--- config.mk ---
export PLATFORM = sky130hd
export DESIGN_NAME = mem_read_port_arbiter
export DESIGN_NICKNAME = d
export VERILOG_FILES = /design/src/rtl/mem_read_port_arbiter_pkg.sv /design/src/rtl/mem_read_port_arbiter_rr_arbiter.sv /design/src/rtl/mem_read_port_arbiter.sv
export SDC_FILE = /design/constraint.sdc
export NUM_CORES = 1
export LEC_CHECK = 0
export CAP_MARGIN = 15
export CORE_MARGIN = 2
export CORE_UTILIZATION = 37
export CTS_CLUSTER_DIAMETER = 30
export DETAILED_ROUTE_END_ITERATION = 6
export PLACE_DENSITY = 0.74
export SYNTH_ARGS = -nofsm -noshare
export SYNTH_HDL_FRONTEND = slang
export SYNTH_SLANG_ARGS = --single-unit
--- constraint.sdc ---
create_clock -name clk_i -period 1.6 [get_ports clk_i]
set_clock_uncertainty 0.15 [all_clocks]
set_input_delay 0.16 -clock clk_i [delete_from_list [all_inputs] [get_ports clk_i]]
set_output_delay 0.16 -clock clk_i [all_outputs]
set_load 0.01 [all_outputs]
--- src/rtl/mem_read_port_arbiter_pkg.sv ---
// Shared types for the memory read-port arbiter: tag width and the in-flight read tag.
package mem_read_port_arbiter_pkg;

   localparam int DEF_NUM_REQ = 2;
   // Tag id width follows the default requester count; raise DEF_NUM_REQ when instantiating wider.
   localparam int ID_WIDTH = (DEF_NUM_REQ > 2) ? $clog2(DEF_NUM_REQ) : 1;

   typedef struct packed {
      logic                valid;
      logic [ID_WIDTH-1:0] id;
   } rd_tag_t;

endpackage

--- src/rtl/mem_read_port_arbiter_rr_arbiter.sv ---
// Round-robin arbiter: one-hot grant to the first requester at or after the pointer.
module rr_arbiter
   import mem_read_port_arbiter_pkg::*;
#(
   parameter int NUM_REQ = DEF_NUM_REQ
) (
   input  logic                clk_i,
   input  logic                reset_i,
   input  logic [NUM_REQ-1:0]  req_i,
   output logic [NUM_REQ-1:0]  gnt_o,
   output logic [ID_WIDTH-1:0] gnt_id_o
);

   logic [ID_WIDTH-1:0] ptr_q, ptr_d;
   logic [ID_WIDTH-1:0] cand;
   logic                found;
   int                  idx;

   always_comb begin
      gnt_o    = '0;
      gnt_id_o = '0;
      found    = 1'b0;
      idx      = 0;
      cand     = '0;
      for (int k = 0; k < NUM_REQ; k++) begin
         // Explicit wrap so non-power-of-two counts never select a missing requester.
         idx = int'(ptr_q) + k;
         if (idx >= NUM_REQ) idx = idx - NUM_REQ;
         cand = ID_WIDTH'(idx);
         if (!found && !reset_i && req_i[cand]) begin
            found       = 1'b1;
            gnt_o[cand] = 1'b1;
            gnt_id_o    = cand;
         end
      end
      ptr_d = ptr_q;
      if (found) ptr_d = (gnt_id_o == ID_WIDTH'(NUM_REQ-1)) ? '0 : gnt_id_o + 1'b1;
   end

   always_ff @(posedge clk_i) begin
      if (reset_i) ptr_q <= '0;
      else         ptr_q <= ptr_d;
   end

endmodule

--- src/rtl/mem_read_port_arbiter.sv ---
// Shares one synchronous memory read port between NUM_REQ requesters; tagged fixed-latency responses.
module mem_read_port_arbiter
   import mem_read_port_arbiter_pkg::*;
#(
   parameter int NUM_REQ      = DEF_NUM_REQ,
   parameter int ADDR_WIDTH   = 2,
   parameter int DATA_WIDTH   = 5,
   parameter int READ_LATENCY = 2
) (
   input  logic                          clk_i,
   input  logic                          reset_i,
   input  logic [NUM_REQ-1:0]            req_valid_i,
   input  logic [NUM_REQ*ADDR_WIDTH-1:0] req_addr_i,
   output logic [NUM_REQ-1:0]            req_ready_o,
   output logic [NUM_REQ-1:0]            resp_valid_o,
   output logic [DATA_WIDTH-1:0]         resp_data_o,
   output logic [ADDR_WIDTH-1:0]         mem_raddr_o,
   output logic                          mem_ren_o,
   input  logic [DATA_WIDTH-1:0]         mem_rdata_i
);

   logic [NUM_REQ-1:0]    gnt;
   logic [ID_WIDTH-1:0]   gnt_id;
   logic [ADDR_WIDTH-1:0] raddr_q;
   logic [NUM_REQ-1:0]    resp_valid_q, resp_valid_d;
   logic [DATA_WIDTH-1:0] resp_data_q;
   rd_tag_t               tag_q [READ_LATENCY];
   rd_tag_t               out_tag;

   rr_arbiter #(.NUM_REQ(NUM_REQ)) u_arb (
      .clk_i   (clk_i),
      .reset_i (reset_i),
      .req_i   (req_valid_i),
      .gnt_o   (gnt),
      .gnt_id_o(gnt_id)
   );

   assign req_ready_o = gnt;
   assign mem_ren_o   = |(req_valid_i & gnt);
   // Address holds its last value when idle so the memory sees no spurious toggles.
   assign mem_raddr_o = reset_i   ? '0 :
                        mem_ren_o ? req_addr_i[gnt_id*ADDR_WIDTH +: ADDR_WIDTH] : raddr_q;

   always_ff @(posedge clk_i) begin
      if (reset_i) begin
         for (int i = 0; i < READ_LATENCY; i++) tag_q[i] <= '0;
      end else begin
         tag_q[0] <= '{valid: mem_ren_o, id: gnt_id};
         for (int i = 1; i < READ_LATENCY; i++) tag_q[i] <= tag_q[i-1];
      end
   end

   assign out_tag = tag_q[READ_LATENCY-1];

   always_comb begin
      resp_valid_d = '0;
      if (out_tag.valid) resp_valid_d[out_tag.id] = 1'b1;
   end

   always_ff @(posedge clk_i) begin
      if (reset_i) begin
         resp_valid_q <= '0;
         resp_data_q  <= '0;
         raddr_q      <= '0;
      end else begin
         resp_valid_q <= resp_valid_d;
         if (out_tag.valid) resp_data_q <= mem_rdata_i;
         raddr_q <= mem_raddr_o;
      end
   end

   assign resp_valid_o = resp_valid_q;
   assign resp_data_o  = resp_data_q;

endmodule
**Word level (Yosys, flattened, before mapping)**

Memory sizes are Yosys's and may differ from the RTL's.
Index checks and enable logic that the tools add are counted.

- Register bits after elaboration: 10
- RAM bits: 4
- Bits of input ports: 13
- Output and inout port bits: 12
- Word-level logic and storage cells: 59
- Memories kept: 1

- $add $sub $neg: 4
- $lt $le $gt $ge: 8
- Shifts and indexed selects: 1
- Multiplexer cells: 26
- Bitwise gates (word level): 5
- Reduce and logical (&&, ||, !) cells: 10

Memory list:

| name | depth | bits a word | rd ports | clocked after Yosys merged registers in | write ports | RTL line | text |
|---|---|---|---|---|---|---|---|
| tag_q | 2 | 2 | 2 | 0 | 2 | mem_read_port_arbiter.sv:27 | `rd_tag_t tag_q [READ_LATENCY];` |

Operators with widths:

| cell | count |
|---|---|
| 1-bit two-way mux | 17 |
| 2-bit two-way mux | 6 |
| 1-bit logical AND | 6 |
| 1-bit by 2-bit < comparator with 1-bit output (second input constant) | 3 |
| 2-bit OR reduction | 2 |
| 4-bit by 3-bit indexed part select with 2-bit output | 1 |
| 1-bit demux with 1-bit select | 3 |
| 1-bit greater-or-equal comparator (second input constant) | 3 |
| 1-bit by 1-bit adder with 2-bit output (second input constant) | 1 |
| 2-bit bitwise AND | 1 |
| 1-bit by 2-bit greater-or-equal comparator with 1-bit output (second input constant) | 1 |
| 2-bit greater-or-equal comparator (second input constant) | 1 |
| 1-bit zero test | 2 |
| 1-bit OR | 2 |
| 2-bit OR | 1 |
| 1-bit subtractor (second input constant) | 2 |
| 1-bit adder (second input constant) | 1 |
| 1-bit NOT | 1 |

**Logic depth before layout (Yosys ltp)**

Gate-level depths: netlist of run 1.

- Depth after elaboration: 14
- Depth in mapped cells: 3
- Mapped depth without buffers: 3

**By module**

From an unflattened synthesis of run 1, not the netlist that was laid out.

- Cells, all modules: 48
- Area, all modules: 541.8 sq um

Modules (own cells, without submodules):

| module | instances | cells an instance | area an instance (sq um) | sequential area each (sq um) |
|---|---|---|---|---|
| mem_read_port_arbiter | 1 | 40 | 465.4 | 260.2 |
| rr_arbiter | 1 | 8 | 76.3 | 20.0 |

**Worst setup path before layout of run 1**

Ideal clock, no wire load.

- Path kind: reg-to-output
- Start: reg u_arb.ptr_q
- End: out mem_raddr_o[0]
- Data arrival time: 1.362 ns
- Required time: 1.290 ns
- Path slack: -0.072 ns
- Stages on the path, launching flop included: 4
- Buffers on the path: 0
- Path through: dfxtp_1 -> nand2b_2 -> and2_4 -> a2111oi_0

- Word-level cells in the longest chain between the ends: 14
- Elaborated cells between the ends (all ways): 36
- Classes of those cells: add/sub: 3; order compare: 6; shift: 1; mux: 17; bitwise: 2; reduce/logical: 7

Ends and longest elaborated chain:

| what | RTL line | text |
|---|---|---|
| start: declaration | mem_read_port_arbiter_rr_arbiter.sv:14 | `logic [ID_WIDTH-1:0] ptr_q, ptr_d;` |
| start signal: assignment | mem_read_port_arbiter_rr_arbiter.sv:42 | `else ptr_q <= ptr_d;` |
| branches (longest 9 deep; another with 1-bit by 1-bit adder with 2-bit output) | -- |  |
| 2-bit two-way mux * | mem_read_port_arbiter_rr_arbiter.sv:30 | `if (!found && !reset_i && req_i[cand]) begin` |
| via req_ready_o[1] | mem_read_port_arbiter.sv:14 | `output logic [NUM_REQ-1:0] req_ready_o,` |
| 2-bit bitwise AND * | mem_read_port_arbiter.sv:39 | `assign mem_ren_o = \|(req_valid_i & gnt);` |
| 2-bit OR reduction * | mem_read_port_arbiter.sv:39 |  |
| 2-bit two-way mux * | mem_read_port_arbiter.sv:42 | `mem_ren_o ? req_addr_i[gnt_id*ADDR_WIDTH +: ADDR_WIDTH] : raddr_q;` |
| 2-bit two-way mux * | mem_read_port_arbiter.sv:41 | `assign mem_raddr_o = reset_i ? '0 :` |
| end: declaration | mem_read_port_arbiter.sv:17 | `output logic [ADDR_WIDTH-1:0] mem_raddr_o,` |

Mark *: on every way through the listed nets, which the timed path passes. The select of a mux whose other input is x is not followed.

**Final worst setup path of run 1**

- Start: reg u_arb.ptr_q
- End: out mem_raddr_o[1]

- Word-level cells in the longest chain between the ends: 14
- Elaborated cells between the ends (all ways): 36
- Classes of those cells: add/sub: 3; order compare: 6; shift: 1; mux: 17; bitwise: 2; reduce/logical: 7

Ends and longest elaborated chain:

| what | RTL line |
|---|---|
| branches (longest 12 deep; another with 1-bit by 1-bit adder with 2-bit output) | -- |
| 2-bit two-way mux * | mem_read_port_arbiter.sv:42 |
| 2-bit two-way mux * | mem_read_port_arbiter.sv:41 |

Every way passes the cells marked *. The select of a mux whose other input is x is not followed.

==> results of run 1 <==
[cell type report]
cell class                 instances  area share [%]
tap                               15            2.05
clock buffer                       4            3.97
timing repair buffer              31            30.1
inverter                           2           0.821
multi-input combinational         32            32.3
sequential                        14            30.8
[cells by family after synthesis]
group / synth area share [%]
and+or+nand+nor: 20.9
DFF: 54.4
AOI/OAI and AO/OA: 12.1
muxes: 9.71
buffers and inverters: 2.91
[path summary, 6_finish.rpt]
check,start,slack (ns),depth (start not counted),endpoint
max,u_arb.ptr_q,-0.11,5,mem_raddr_o[1]
min reg2reg,tag_q[0][2],0.27,1,resp_valid_o[0]
min,reset_i,0.26,3,tag_q[0][0]
max reg2reg,u_arb.ptr_q,0.16,3,raddr_q[0]
[layer usage]
metal	wire, µm	part of all wire (%)	up-vias	GRT usage (%)
li1	-	-	239	-
met1	484	39	208	19.9
met2	659	53	20	30.9
met3	84	6.8	2	5.32
met4	5	0.41	0	9.68
met5	0	0	-	0
[timing repair]
| item | 4_1_cts | 5_1_grt |
|---|---|---|
| endpoints found under the setup margin | 5 | 5 |
| gates resized for setup | 35 | 2 |
| pin swaps | 4 | 1 |
| setup buffers | 0 | 0 |
[power breakdown]
part	leakage (µW)	total [µW]	switching, µW	internal (µW)
logic	0.000235	155	66.1	88.6
registers	0.000115	377	9.69	367
clock network	0.0000210	247	108	138
total	0.000371	778	184	594
[registers in the layout, summed over array words and instances (netlist names)]
name,cells
raddr_q,2
resp_data_o,5
resp_valid_o,2
tag_q,4
u_arb.ptr_q,1
[cell usage after synthesis (all sizes together)]
cell,n,area [µm²]
and3b,1,8.76
o21a,1,7.51
a2111oi,4,35.0
a21oi,1,5.00
nor2,8,30.0
dfxtp,14,280
a211oi,2,15.0
mux2i,5,50.1
clkbuf,2,7.51
nor3b,1,7.51
inv,2,7.51
nor3,2,10.0
nor2b,3,21.3
and2,3,21.3
nand2b,1,8.76
[per-stage QoR]
step	worst slack, ns	setup TNS [ns]	total power, µW	hold WS (ns)
2_1_floorplan	-0.0720	-0.144	430	0.0931
3_3_place_gp	-0.708	-2.43	514	0.244
3_5_place_dp	-0.738	-2.76	516	0.262
4_1_cts	-0.122	-0.232	786	0.253
5_1_grt	-0.201	-0.388	818	0.271
6_report	-0.109	-0.213	778	0.262
[tightest hold or removal path, delay by kind of cell]
kind	cells	cell delay, ns
buffers and inverters	1	0.27
and+or+nand+nor	2	0.21
==> results.tsv, run 1 <==
metric	value	unit
Hold Path Class	input port to flop	
Setup violations, final	2	
global route overflow	0	
Synth Area per Inst	10.3	µm²
final slew viol count	0	
Post-CTS Hold Fix Bufs	0	
Routed Antenna Nets	0	
endpoint class of the critical path	primary output	
initial antenna violation count	0	
Req. time, crit path	1.29	ns
Cell Pwr Density	850	mW/mm²
pin count of the biggest net entering global routing	17	
fmax	0.585	GHz
Tcrit/Tclk final	107	%
fin util	70.3	%
die extent in y	41.3	µm
Boundary Pins	25	
clk_lat worst skew	0.27	ns
Peak VDD IR	0.000500	V
final instance area	915	µm²
CP arrival	1.40	ns
Clk Tree Root Cell	clkbuf_4	
number of warnings issued by yosys	0	
antenna cells	0	
maxcap violations	0	
register bit total from synthesis	14	
post-synthesis net count	63	
via density per instance	4.79	
I/O Buffers	24	
CP max FO	3	
area delta synth->final	77.4	%
Post-DP Area	820	µm²
worst path buffer plus inverter count	2	
Initial Util	39.6	%
DRT iter0 DRCs	2	
die area	0.00171	mm²
Critical Path Source Type	flop	
Distinct cells, synth	17	
CTS clk-pin slew, worst paths	0.08	ns
H-tree level count	1	
TritonRoute pass-1 iters	2	
Static Leak	0.000371	µW
post-synthesis cell area	515	µm²
GRT Total Usage	18.0	%
Worst Slack Setup Final	-0.109	ns
final net count	97	
DR vias	469	
CP max stage cell	dfxtp_2	
Inst Count DP	94	
HPWL after DPL	839	µm
row cnt	13	
worst rel slew slack	68.9	%
cts bufs inserted	3	
area occupied by registers	282	µm²
crit-path cells	nand2b_4 > buf_6 > a211oi_4 > a2111oi_4 > buf_2	
routed length per instance	12.6	µm
DRC Markers	0	
fill cell count	112	
Multi-input gate area	295	µm²
post-synthesis sequential area ratio	54.4	%
RSZ-0062 raised after global routing	true	
share of cells above drive strength 1	28.9	%
clock buffer depth	2	
Largest stage delay, worst path	0.33	ns
number of global-route vias before repair	431	
drt total wl	1.23	mm
Slew @ Worst Pin	0.454	ns
commonest non-fill, non-tap cells in the layout	clkdlybuf4s50_1, dfxtp_1, nor2_1, mux2i_1, buf_4	
most common cell after layout, fill and taps aside	clkdlybuf4s50_1	
CP top delay family	compound AO/OA/AOI/OAI gates	
routability cong.	0.701	
CORE AREA	0.00130	mm²
TritonCTS clock tree	yes	
Setup CP Type	flop to primary output	
failing checks	negative setup slack	
final non-filler cell total	98	
final hold vios	0	
first-pass GRT wire length	1.89	mm
status	complete, but fails checks	
min cycle time layout	1.71	ns
# clock sinks	14	
Post-Synthesis Cells	50	
die width	41.3	µm
Power figures use the tool's default switching activity.
==> inputs of run 2 (changes only) <==
--- a/config.mk
+++ b/config.mk
@@ -10,7 +10,7 @@
 export CORE_UTILIZATION = 37
 export CTS_CLUSTER_DIAMETER = 30
 export DETAILED_ROUTE_END_ITERATION = 6
-export PLACE_DENSITY = 0.74
+export PLACE_DENSITY_LB_ADDON = 0.12
 export SYNTH_ARGS = -nofsm -noshare
 export SYNTH_HDL_FRONTEND = slang
 export SYNTH_SLANG_ARGS = --single-unit
==> run 2 against run 1 <==
The run still ends with negative setup slack left. Cell count is 6.1% higher. Combinational power increased by 13%. Power up 3.7%. Fmax fell by 1.7%. Clock power grew 4%. Global-route usage rose by 2.2 points. Hold slack lost 0.0064 ns. Worst setup slack worse by 0.030 ns. Critical path type unchanged. Critical endpoint is now mem_raddr_o[0]. Largest cell class is now buffers.
==> results.tsv, run 2 (synthesized netlist as in run 1, its figures left out) <==
metric	value	unit	change
endpoint class of the critical path	primary output		
CTS clk-pin slew, worst paths	0.09	ns	about the same
final slew viol count	0		unchanged
I/O Buffers	24		unchanged
final instance area	981	µm²	+7.3%
global route overflow	0		unchanged
DRC Markers	0		unchanged
routed length per instance	13.3	µm	+5.9%
CP max FO	3		unchanged
clock share of power	31.8	%	about the same
maxcap violations	0		unchanged
first-pass GRT wire length	2.10	mm	+11%
most common cell after layout, fill and taps aside	clkdlybuf4s50_1		
DRT iter0 DRCs	1		-1
Worst Slack Setup Final	-0.139	ns	-0.0296 ns
RSZ-0062 raised after global routing	true		
TritonCTS clock tree	yes		
Hold Path Class	input port to flop		
# clock sinks	14		unchanged
CORE AREA	0.00130	mm²	unchanged
TritonRoute pass-1 iters	4		+2
Setup CP Type	flop to primary output		
number of global-route vias before repair	476		+10%
share of power burned in registers	46.6	%	-1.8 points
Critical Path Source Type	flop		
clk_lat worst skew	0.28	ns	about the same
final hold vios	0		unchanged
area delta synth->final	90.3	%	
min cycle time layout	1.74	ns	+0.0296 ns
GRT Total Usage	20.2	%	+2.2 points
Initial Util	39.6	%	unchanged
Static Leak	0.000403	µW	+8.6%
Req. time, crit path	1.29	ns	about the same
fill cell count	100		-11%
cts bufs inserted	3		unchanged
drt total wl	1.39	mm	+12%
Clk Tree Root Cell	clkbuf_4		
Sw Ratio	24.8	%	+1.1 points
pin count of the biggest net entering global routing	9		-8
H-tree level count	1		unchanged
dpl ws	-0.855	ns	-0.118 ns
antenna cells	0		unchanged
row cnt	13		unchanged
failing checks	negative setup slack		
DR vias	510		+8.7%
Comb power frac	21.6	%	+1.7 points
Largest stage delay, worst path	0.33	ns	about the same
Tcrit/Tclk final	109	%	+1.9 points
crit-path cells	nand2b_4 > and2_4 > a2111oi_4 > buf_2		
Routed Antenna Nets	0		unchanged
initial antenna violation count	0		unchanged
status	complete, but fails checks		
die extent in y	41.3	µm	unchanged
Psw	200	µW	+8.5%
fmax	0.575	GHz	-1.7%
HPWL after DPL	887	µm	+5.7%
CP max stage cell	dfxtp_2		
max reg flops	5		unchanged
final net count	103		+6.2%
via density per instance	4.90		+2.5%
Post-DP Area	827	µm²	+0.92%
routability cong.	0.778		+11%
Internal	607	µW	+2.2%
CP arrival	1.43	ns	+0.03 ns
commonest non-fill, non-tap cells in the layout	clkdlybuf4s50_1, dfxtp_1, buf_4, nor2_1, mux2i_1		
R2R Setup Slk	0.02	ns	-0.14 ns
share of cells above drive strength 1	34.8	%	+5.9 points
Slew @ Worst Pin	0.516	ns	+0.0620 ns
Hold WS	0.256	ns	-0.00640 ns
die width	41.3	µm	unchanged
Boundary Pins	25		unchanged
Cell Pwr Density	823	mW/mm²	-3.3%
die area	0.00171	mm²	unchanged
Setup violations, final	3		+1
Peak VDD IR	0.000595	V	+19%
worst rel slew slack	65.3	%	-3.6 points
clock buffer depth	2		unchanged
==> run 2: changes by cell type in the layout (fill, tap and decap cells not counted), sizes merged <==
cell	before	now
clkbuf	5	4
clkdlybuf4s15	0	1
buf	10	16
==> run 2: metal layers <==
layer	up-vias	part of all wire [%]	track usage, %
li1	250	-	-
met4	0	2.5	14.5
met2	26	47	35.5
met1	229	43	20.5
met5	-	0	0
met3	5	7.2	5.32
==> run 2: through the flow <==
step / total power (µW) / utilization, % / std cells / setup TNS, ns
floorplan: 430 / - / 50 / -0.144
global placement: 515 / 63.6 / 95 / -2.81
detailed placement: 518 / 63.6 / 95 / -2.85
CTS: 800 / 73.9 / 103 / -0.270
global route: 845 / 75.4 / 104 / -0.526
finish: 807 / 75.4 / 104 / -0.263
==> run 2: repair_timing <==
item / CTS / global route
cloned: 0 / 0
endpoints found under the setup margin: 5 / 5
hold buffers: 0 / 0
buffers inserted: 4 / 1
gates resized for setup: 33 / 6
pin swaps: 4 / 2
==> run 2: final timing paths <==
path               start         endpoint  cells after the start
max          u_arb.ptr_q   mem_raddr_o[0]                      4
min reg2reg  tag_q[0][2]  resp_valid_o[0]                      1
max reg2reg  u_arb.ptr_q       raddr_q[1]                      5
min              reset_i      tag_q[0][0]                      3
==> run 2: area by class of cell <==
type                    count  area [µm²]  area share [%]
inverters                   2        7.51           0.765
clock buffers               4        36.3            3.70
well taps                  15        18.8            1.91
multi-input cells          32         305            31.1
flip-flops and latches     14         282            28.7
repair buffers             37         332            33.8
==> run 2: critical path: cells and delay by family, from the launching register on <==
family	cells	cell delay [ns]
and+or+nand+nor	2	0.34
DFF	1	0.33
AOI/OAI and AO/OA	1	0.30
buffers and inverters	1	0.19
==> run 2: power by group through the flow <==
stage	clock, µW	combinational (µW)	sequential [µW]
2_1_floorplan	0	47.0	383
3_3_place_gp	0	132	384
3_5_place_dp	0	133	384
4_1_cts	259	165	376
5_1_grt	279	188	378
6_report	256	175	376
